<file path="src/rtl/pc_unit_pkg.sv">
// rv_pc_pkg: shared encodings and default vectors for the program-counter unit.
package rv_pc_pkg;
   typedef enum logic [1:0] {BOOT = 2'd0, RUN = 2'd1, HALT = 2'd2} state_t;
   // Ordered by priority so a plain >= compares redirect precedence.
   typedef enum logic [1:0] {NONE = 2'd0, BRANCH = 2'd1, JUMP = 2'd2, TRAP = 2'd3} kind_t;
   localparam logic [31:0] RESET_VECTOR_DEF = 32'h0040_0000;
   localparam logic [31:0] TRAP_VECTOR_DEF  = 32'h0040_0180;
endpackage

</file>
<file path="src/rtl/pc_unit_if.sv">
// pc_unit_if: redirect/control inputs and PC status outputs of the program-counter unit.
interface pc_unit_if #(parameter int N = 32, parameter int CNT_W = 32);
   logic enable, branch_taken, jump, trap, halt_req, resume;
   logic [N-1:0] branch_target, jump_target;
   logic [N-1:0] pc_value, pc_plus_inc, pc_prev, epc_value;
   logic fetch_valid, misaligned, halted;
   logic [CNT_W-1:0] fetch_count;
   modport master (
      output enable, branch_taken, branch_target, jump, jump_target, trap, halt_req, resume,
      input  pc_value, pc_plus_inc, pc_prev, epc_value, fetch_valid, misaligned, halted, fetch_count
   );
   modport slave (
      input  enable, branch_taken, branch_target, jump, jump_target, trap, halt_req, resume,
      output pc_value, pc_plus_inc, pc_prev, epc_value, fetch_valid, misaligned, halted, fetch_count
   );
endinterface

</file>
<file path="src/rtl/pc_unit_next_sel.sv">
// pc_next_sel: priority mux of trap/jump/branch/pending/sequential with alignment check.
module pc_next_sel
   import rv_pc_pkg::*;
#(
   parameter int N = 32,
   parameter logic [N-1:0] TRAP_VECTOR = N'(TRAP_VECTOR_DEF),
   parameter int INC = 4
) (
   input  logic [N-1:0] pc,
   input  logic         trap,
   input  logic         jump,
   input  logic [N-1:0] jump_target,
   input  logic         branch_taken,
   input  logic [N-1:0] branch_target,
   input  kind_t        pend_kind,
   input  logic [N-1:0] pend_target,
   output kind_t        live_kind,
   output logic [N-1:0] live_target,
   output kind_t        kind,
   output logic [N-1:0] target,
   output logic         misaligned,
   output logic [N-1:0] next_pc
);
   // For traps the target carries the faulting PC so it can go straight to epc.
   always_comb begin
      live_kind   = trap ? TRAP : jump ? JUMP : branch_taken ? BRANCH : NONE;
      live_target = trap ? pc : jump ? jump_target : branch_taken ? branch_target : pc;
      kind        = live_kind != NONE ? live_kind : pend_kind;
      target      = live_kind != NONE ? live_target : pend_target;
      misaligned  = (kind == JUMP || kind == BRANCH) && |(target & N'(INC - 1));
      next_pc     = (kind == TRAP || misaligned) ? TRAP_VECTOR : kind == NONE ? pc + N'(INC) : target;
   end
endmodule

</file>
<file path="src/rtl/pc_unit.sv">
// pc_unit: program counter with boot cycle, halt/resume FSM, stall-safe redirect buffer,
// misaligned-target trapping and a fetch counter.
module pc_unit
   import rv_pc_pkg::*;
#(
   parameter int N = 32,
   parameter logic [N-1:0] RESET_VECTOR = N'(RESET_VECTOR_DEF),
   parameter logic [N-1:0] TRAP_VECTOR = N'(TRAP_VECTOR_DEF),
   parameter int INC = 4,
   parameter int CNT_W = 32
) (
   input logic clk,
   input logic reset,
   pc_unit_if.slave bus
);
   state_t state, state_d;
   kind_t pend_kind, live_kind, kind;
   logic [N-1:0] pc, prev, epc, pend_target, live_target, target, next_pc;
   logic [CNT_W-1:0] cnt;
   logic mis, mis_q, adv, cap;
   pc_next_sel #(.N(N), .TRAP_VECTOR(TRAP_VECTOR), .INC(INC)) u_sel (
      .pc(pc), .trap(bus.trap), .jump(bus.jump), .jump_target(bus.jump_target),
      .branch_taken(bus.branch_taken), .branch_target(bus.branch_target),
      .pend_kind(pend_kind), .pend_target(pend_target), .live_kind(live_kind),
      .live_target(live_target), .kind(kind), .target(target), .misaligned(mis),
      .next_pc(next_pc)
   );
   always_ff @(posedge clk or negedge reset)
      if (!reset) state <= BOOT;
      else state <= state_d;
   always_comb begin
      state_d = state == HALT ? (bus.resume ? RUN : HALT)
              : (state == RUN && bus.halt_req && bus.enable) ? HALT : RUN;
      adv     = state == RUN && bus.enable && !bus.halt_req;
      cap     = state == RUN && !bus.enable && live_kind != NONE && live_kind >= pend_kind;
   end
   always_ff @(posedge clk or negedge reset) begin
      if (!reset) begin
         pc <= RESET_VECTOR;
         prev <= RESET_VECTOR;
         epc <= '0;
         cnt <= '0;
         mis_q <= 1'b0;
         pend_kind <= NONE;
         pend_target <= '0;
      end else begin
         mis_q <= adv && mis;
         if (adv) begin
            pc <= next_pc;
            prev <= pc;
            cnt <= cnt + CNT_W'(1);
            if (kind == TRAP || mis) epc <= target;
         end
         // Any enabled RUN cycle either consumes the entry or enters HALT; both drop it.
         if (state == RUN && bus.enable) pend_kind <= NONE;
         else if (cap) begin
            pend_kind <= live_kind;
            pend_target <= live_target;
         end
      end
   end
   assign bus.pc_value    = pc;
   assign bus.pc_plus_inc = pc + N'(INC);
   assign bus.pc_prev     = prev;
   assign bus.epc_value   = epc;
   assign bus.fetch_valid = state == RUN;
   assign bus.misaligned  = mis_q;
   assign bus.halted      = state == HALT;
   assign bus.fetch_count = cnt;
endmodule

</file>
<file path="src/flat_wrapper.sv">
// flat-port wrapper written by rule: the top's interface ports become plain ports
module pc_unit_flat import rv_pc_pkg::*;
#(
   parameter int N = 32,
   parameter logic [N-1:0] RESET_VECTOR = N'(RESET_VECTOR_DEF),
   parameter logic [N-1:0] TRAP_VECTOR = N'(TRAP_VECTOR_DEF),
   parameter int INC = 4,
   parameter int CNT_W = 32
)
  (clk, reset, bus_enable, bus_branch_taken, bus_branch_target, bus_jump, bus_jump_target, bus_trap, bus_halt_req, bus_resume, bus_pc_value, bus_pc_plus_inc, bus_pc_prev, bus_epc_value, bus_fetch_valid, bus_misaligned, bus_halted, bus_fetch_count);
  pc_unit_if #(.N(N), .CNT_W(CNT_W)) bus_i ();
  input logic clk;
  input logic reset;
  input wire logic [$bits(bus_i.enable)-1:0] bus_enable;
  input wire logic [$bits(bus_i.branch_taken)-1:0] bus_branch_taken;
  input wire logic [$bits(bus_i.branch_target)-1:0] bus_branch_target;
  input wire logic [$bits(bus_i.jump)-1:0] bus_jump;
  input wire logic [$bits(bus_i.jump_target)-1:0] bus_jump_target;
  input wire logic [$bits(bus_i.trap)-1:0] bus_trap;
  input wire logic [$bits(bus_i.halt_req)-1:0] bus_halt_req;
  input wire logic [$bits(bus_i.resume)-1:0] bus_resume;
  output wire logic [$bits(bus_i.pc_value)-1:0] bus_pc_value;
  output wire logic [$bits(bus_i.pc_plus_inc)-1:0] bus_pc_plus_inc;
  output wire logic [$bits(bus_i.pc_prev)-1:0] bus_pc_prev;
  output wire logic [$bits(bus_i.epc_value)-1:0] bus_epc_value;
  output wire logic [$bits(bus_i.fetch_valid)-1:0] bus_fetch_valid;
  output wire logic [$bits(bus_i.misaligned)-1:0] bus_misaligned;
  output wire logic [$bits(bus_i.halted)-1:0] bus_halted;
  output wire logic [$bits(bus_i.fetch_count)-1:0] bus_fetch_count;
  assign bus_i.enable = bus_enable;
  assign bus_i.branch_taken = bus_branch_taken;
  assign bus_i.branch_target = bus_branch_target;
  assign bus_i.jump = bus_jump;
  assign bus_i.jump_target = bus_jump_target;
  assign bus_i.trap = bus_trap;
  assign bus_i.halt_req = bus_halt_req;
  assign bus_i.resume = bus_resume;
  assign bus_pc_value = bus_i.pc_value;
  assign bus_pc_plus_inc = bus_i.pc_plus_inc;
  assign bus_pc_prev = bus_i.pc_prev;
  assign bus_epc_value = bus_i.epc_value;
  assign bus_fetch_valid = bus_i.fetch_valid;
  assign bus_misaligned = bus_i.misaligned;
  assign bus_halted = bus_i.halted;
  assign bus_fetch_count = bus_i.fetch_count;
  pc_unit #(.N(N), .RESET_VECTOR(RESET_VECTOR), .TRAP_VECTOR(TRAP_VECTOR), .INC(INC), .CNT_W(CNT_W)) u_core (.clk(clk), .reset(reset), .bus(bus_i));
endmodule
</file>
<file path="config.mk">
export PLATFORM = sky130hd
export DESIGN_NAME = pc_unit_flat
export DESIGN_NICKNAME = d
export VERILOG_FILES = /design/src/rtl/pc_unit_pkg.sv /design/src/rtl/pc_unit_if.sv /design/src/rtl/pc_unit_next_sel.sv /design/src/rtl/pc_unit.sv /design/src/flat_wrapper.sv
export SDC_FILE = /design/constraint.sdc
export NUM_CORES = 1
export LEC_CHECK = 0
export BUFFER_PORTS_ARGS = -buffer_cell sky130_fd_sc_hd__buf_2
export CORE_MARGIN = 1.5
export CORE_UTILIZATION = 40
export DETAILED_ROUTE_END_ITERATION = 12
export HOLD_SLACK_MARGIN = 0.05
export PLACE_DENSITY_LB_ADDON = 0.15
export SETUP_SLACK_MARGIN = 0.15
export SYNTH_ARGS = -nofsm -noshare
export SYNTH_HDL_FRONTEND = slang
export SYNTH_HIERARCHICAL = 1
export SYNTH_SLANG_ARGS = --single-unit
</file>
<file path="constraint.sdc">
create_clock -name clk -period 3.9 [get_ports clk]
set_clock_uncertainty 0.15 [all_clocks]
set_input_delay 0.78 -clock clk [delete_from_list [all_inputs] [get_ports clk]]
set_output_delay 0.78 -clock clk [all_outputs]
set_load 0.05 [all_outputs]
</file>
Word-level counts from Yosys, hierarchy flattened
Cells that the tools add are included.
Widths: inputs -> output; s select.

word-level totals
  flip-flop bits (word level) = 165
  input port bits = 72
  output and inout port bits = 163

cells by class
  $add $sub $neg = 2
  magnitude comparators = 1
  eq/ne operators = 5
  multiplexer cells = 15
  bitwise operators = 1
  reductions and logical operators = 19

operator list
  operator               number
  $mux 32                6
  $add 32x1->32 const B  1
  $add 32x3->32 const B  1
  $mux 2                 8
  $logic_and 1x1->1      9
  $eq 2x2->1 const B     3
  $eq 2x1->1 const B     2
  $reduce_and 2->1       2
  $reduce_bool 2->1      2
  $ge 2x2->1             1
  $logic_not 1->1        2
  $logic_not 2->1        1
  $logic_or 1x1->1       2
  $reduce_or 2->1        1
  $mux 1                 1
  $not 1->1              1

Depth between registers and ports, before layout
  word-level depth = 10
  gate-level depth with buffers = 14
  gate-level depth less buffers = 9

Modules after synthesis
The synthesis kept the hierarchy.

by module, submodules not included
  module       times used  cells an instance  area an instance (um^2)  seq. area each (um^2)
  pc_unit      1           633                6,937.9                  4,131.5
  pc_next_sel  1           409                2,705.1                  0.0

Least setup slack after synthesis
OpenSTA, ideal clock, no wires.

  path kind = register to output
  start point = reg u_core.pc[3], in the netlist u_core/bus.pc_value[3]
  end point = out bus_pc_plus_inc[28]
  arrival = 3.003 ns
  data required time = 2.970 ns
  setup slack = -0.033 ns
  stages on the path, launching flop included = 7
  path buffers = 0
  path through = dfrtp_1 > ha_1 > nand3_1 > nor4_2 > nor3b_1 > nand4_1 > xnor2_1

on the way
  longest elaborated chain between the ends = 1

RTL lines
  item                      line                text
  start: declaration        pc_unit.sv:18       logic [N-1:0] pc, prev, epc, pend_target, live_target, target, next_pc;
  start signal: assignment  pc_unit.sv:49       pc <= next_pc;
  $add 32x3->32             pc_unit.sv:63       assign bus.pc_plus_inc = pc + N'(INC);
  end: declaration          flat_wrapper.sv:23  output wire logic [$bits(bus_i.pc_plus_inc)-1:0] bus_pc_plus_inc;

Every way passes these cells.

Worst setup path in the final report
  start point = reg u_core.pc[10], in the netlist u_core/bus.pc_value[10]
  end point = out bus_pc_plus_inc[28]

Same word-level chain as after synthesis.

==> qor.yml <==
placed_design:
  dp.cells: 1568
  dp_hpwl_um: 21330
  port_buffers: 234
  gp_congestion: 0.8423
  pre_cts_slack_ns: 0.5359
critical_path:
  cp-end-kind: "primary output"
  worstPathArrival_ns: 2.63
  crit_fanout: 13
  path_class: "reg -> out"
  r2r_end: "u_core/bus.pc_value[23]"
  r2r_slack_ns: 1.04
  ff2ff_path_depth: 8
  crit_end: "bus_pc_plus_inc[28]"
  worstSetupStartpointType: "register"
  timing.rr.start: "u_core/bus.pc_value[7]"
  crit_start: "u_core/bus.pc_value[10]"
  cp_data_required_time_ns: 2.97
layout:
  antennaDiodeCount: 0
  area_growth_pct: 24.30
  final_cells: 1602
  nets: 1348
  drive_above_1_share_pct: 33.75
synth:
  synth_top_family_by_area: "simple AND/OR/NAND/NOR gates"
  synth_seq_area_share_pct: 42.84
  synthFlopType: "dfrtp_1"
  synth_area_um2: 9643
  synth_top_cell_by_area: "dfrtp_1"
  avgSynthCellArea_um2: 9.254
  yosysMostFrequentCell: "nand2_1"
  synthAdderAreaFrac_pct: 0.7785
  netlist_top_cells_count: "nand2_1 (262), dfrtp_1 (163), mux2_2 (67)"
  synth_edf_count: 0
  yosysWarnings: 6
  synth-simple-area-share_pct: 23.81
  synthMuxAreaShare_pct: 8.032
  ys_types: 63
  syn_nets: 1120
  yosys.area_share.xor_xnor_pct: 7.629
  yosys_register_bits: 165
  synth-compound-area-share_pct: 12.99
  yosysTopAreaCellShare_pct: 42.30
  synthTopCellsByArea: "dfrtp_1 (42%), nand2_1 (10%), mux2_2 (7.8%), xnor2_1 (4.9%), xor2_1 (2.7%)"
  synthArstFlopShare_pct: 100.0
  synthCells: 1042
routing:
  drc: 0
  routed_wirelength_um: 29690
  first_pass_iters: 5
  wl_per_cell_um: 18.54
  wl_met3_um: 1713
  num_vias: 8681
  postRouteAntennaNets: 0
  top_layer: "met4"
  routed-wl-met2_um: 13290
  wl_met1_um: 14410
  initialDrtViolationCount: 587
  viasPerCell: 5.419
timing:
  relSlewSlack_pct: 31.90
  hold_ws_ns: 0.2797
  max_freq_ghz: 0.2811
  finalWorstSetupSlack_ns: 0.3429
  setup_violations: 0
  finalCritPeriodShare_pct: 91.21
  final_max_slew_viol_count: 0
  fin_crit_ns: 3.557
  setup_tns_ns: 0
  rsz0062_at_grt: "no"
  worst_pin_slew_ns: 1.022
  finalHoldViolations: 0
hold_path:
  hp-class: "in -> async"
clock_tree:
  cts_hold_buf: 0
  clkLatencyLatePin_ns: 0.43
  cts_buffers: 17
  htreeDepth: 4
  cts_tree: "built"
  cts_sinks: 165
  clockBufferDepth: 2
  clk_pin_slew_worst_paths_ns: 0.07
  root_buffer: "clkbuf_16"
die:
  rows: 56
  coreArea_um2: 23540
  boundaryPins: 235
  fp.dieArea_um2: 25050
  die_y_um: 158.3
  fp.dieW_um: 158.3
  initial_core_util_pct: 40.96
pwr:
  leakage_uw: 0.006022
  power_density_nw_per_um2: 618.3
  p_total_uw: 7412
  ir_drop_uv: 273.7
outcome:
  status: "finished clean"
grt:
  antenna_found_initial: 0
  grt.total_usage_pct: 23.85
  grt_pass1_wl_um: 45630
  grt_overflow: 0
  grt_pass1_vias: 7957
  grt_max_degree: 103
job:
  max_cap_violations: 0
==> worst min path at each step <==
stage,start,end,slack (ns),cells after the start
6_report,reset,u_core/bus.pc_prev[5],0.28,1
5_1_grt,u_core/bus.pc_prev[22],u_core/bus.pc_prev[22],0.33,2
4_1_cts,u_core/bus.pc_prev[22],u_core/bus.pc_prev[22],0.31,2
3_5_place_dp,u_core/bus.pc_prev[22],u_core/bus.pc_prev[22],0.30,2
3_3_place_gp,u_core/bus.pc_prev[22],u_core/bus.pc_prev[22],0.30,2
2_1_floorplan,reset,u_core/bus.epc_value[0],0.33,0
==> worst max-delay path: stages (launching register included) <==
cell,delay [ns]
dfrtp_2,0.55
nand4_1,0.22
nor4_4,0.39
nor3b_1,0.24
buf_4,0.16
nand4_1,0.14
xnor2_2,0.20
buf_2,0.29
==> kinds of logic after synthesis <==
family / count (synthesis)
adders and majority gates: 6
and+or+nand+nor: 476
muxes: 69
DFF: 165
xor gates and xnor gates: 84
buffers and inverters: 81
AOI/OAI and AO/OA: 161
==> state kept, by name, indices dropped and copies added, names as in the netlist <==
register                flops
u_core/bus.epc_value       32
u_core/bus.fetch_count     32
u_core/bus.pc_prev         32
u_core/bus.pc_value        32
u_core/pend_target         32
u_core/pend_kind            2
u_core/state                2
u_core/bus.misaligned       1
==> what timing repair did <==
item,4_1_cts,5_1_grt
endpoints found under the setup margin,3,2
buffers inserted,0,2
gates cloned,0,0
gates resized for setup,2,1
pin swaps,0,0
==> metal layers <==
metal | up-vias | GRT usage, %
met5 | - | 0
met4 | 0 | 6.275
met3 | 18 | 3.865
met2 | 305 | 35.37
met1 | 4285 | 35.81
li1 | 4073 | -
==> placed cells by master (no fill, tap or decap), types with 14 or more instances in the layout <==
cell and count:
nand2_1 262, buf_2 233, dfrtp_1 161, mux2_2 67, nor2_1 52, xnor2_1 46, buf_4 39, nand3_1 32
a21oi_1 31, xor2_1 30, nand4_1 27, o21ai_0 24, a22oi_1 24, a21o_1 22, clkbuf_16 17, a2111oi_2 16
nand2b_1 14
==> through the flow <==
stage | utilization, % | instance area [µm²]
after global placement | 48.35 | 11380
after detailed placement | 48.35 | 11380
after global routing | 50.91 | 11990
final | 50.91 | 11990
after floorplan | - | 9703
after CTS | 50.81 | 11960
==> power by group <==
part / total (µW) / switching (µW) / internal, µW
clock: 1670 / 744 / 925
sequential: 2570 / 406 / 2160
combinational: 3170 / 2270 / 904
total: 7410 / 3420 / 3990
==> area by class of cell <==
type,count,area (µm²)
fillers,2308,11560
multi-input cells,796,5256
flip-flops and latches,165,4134
repair buffers,278,1570
clock buffers,20,456.7
well taps,319,399.1
clock inverters,12,120.1
inverters,12,50.05
Note: power is estimated with default switching activity, not from simulation.
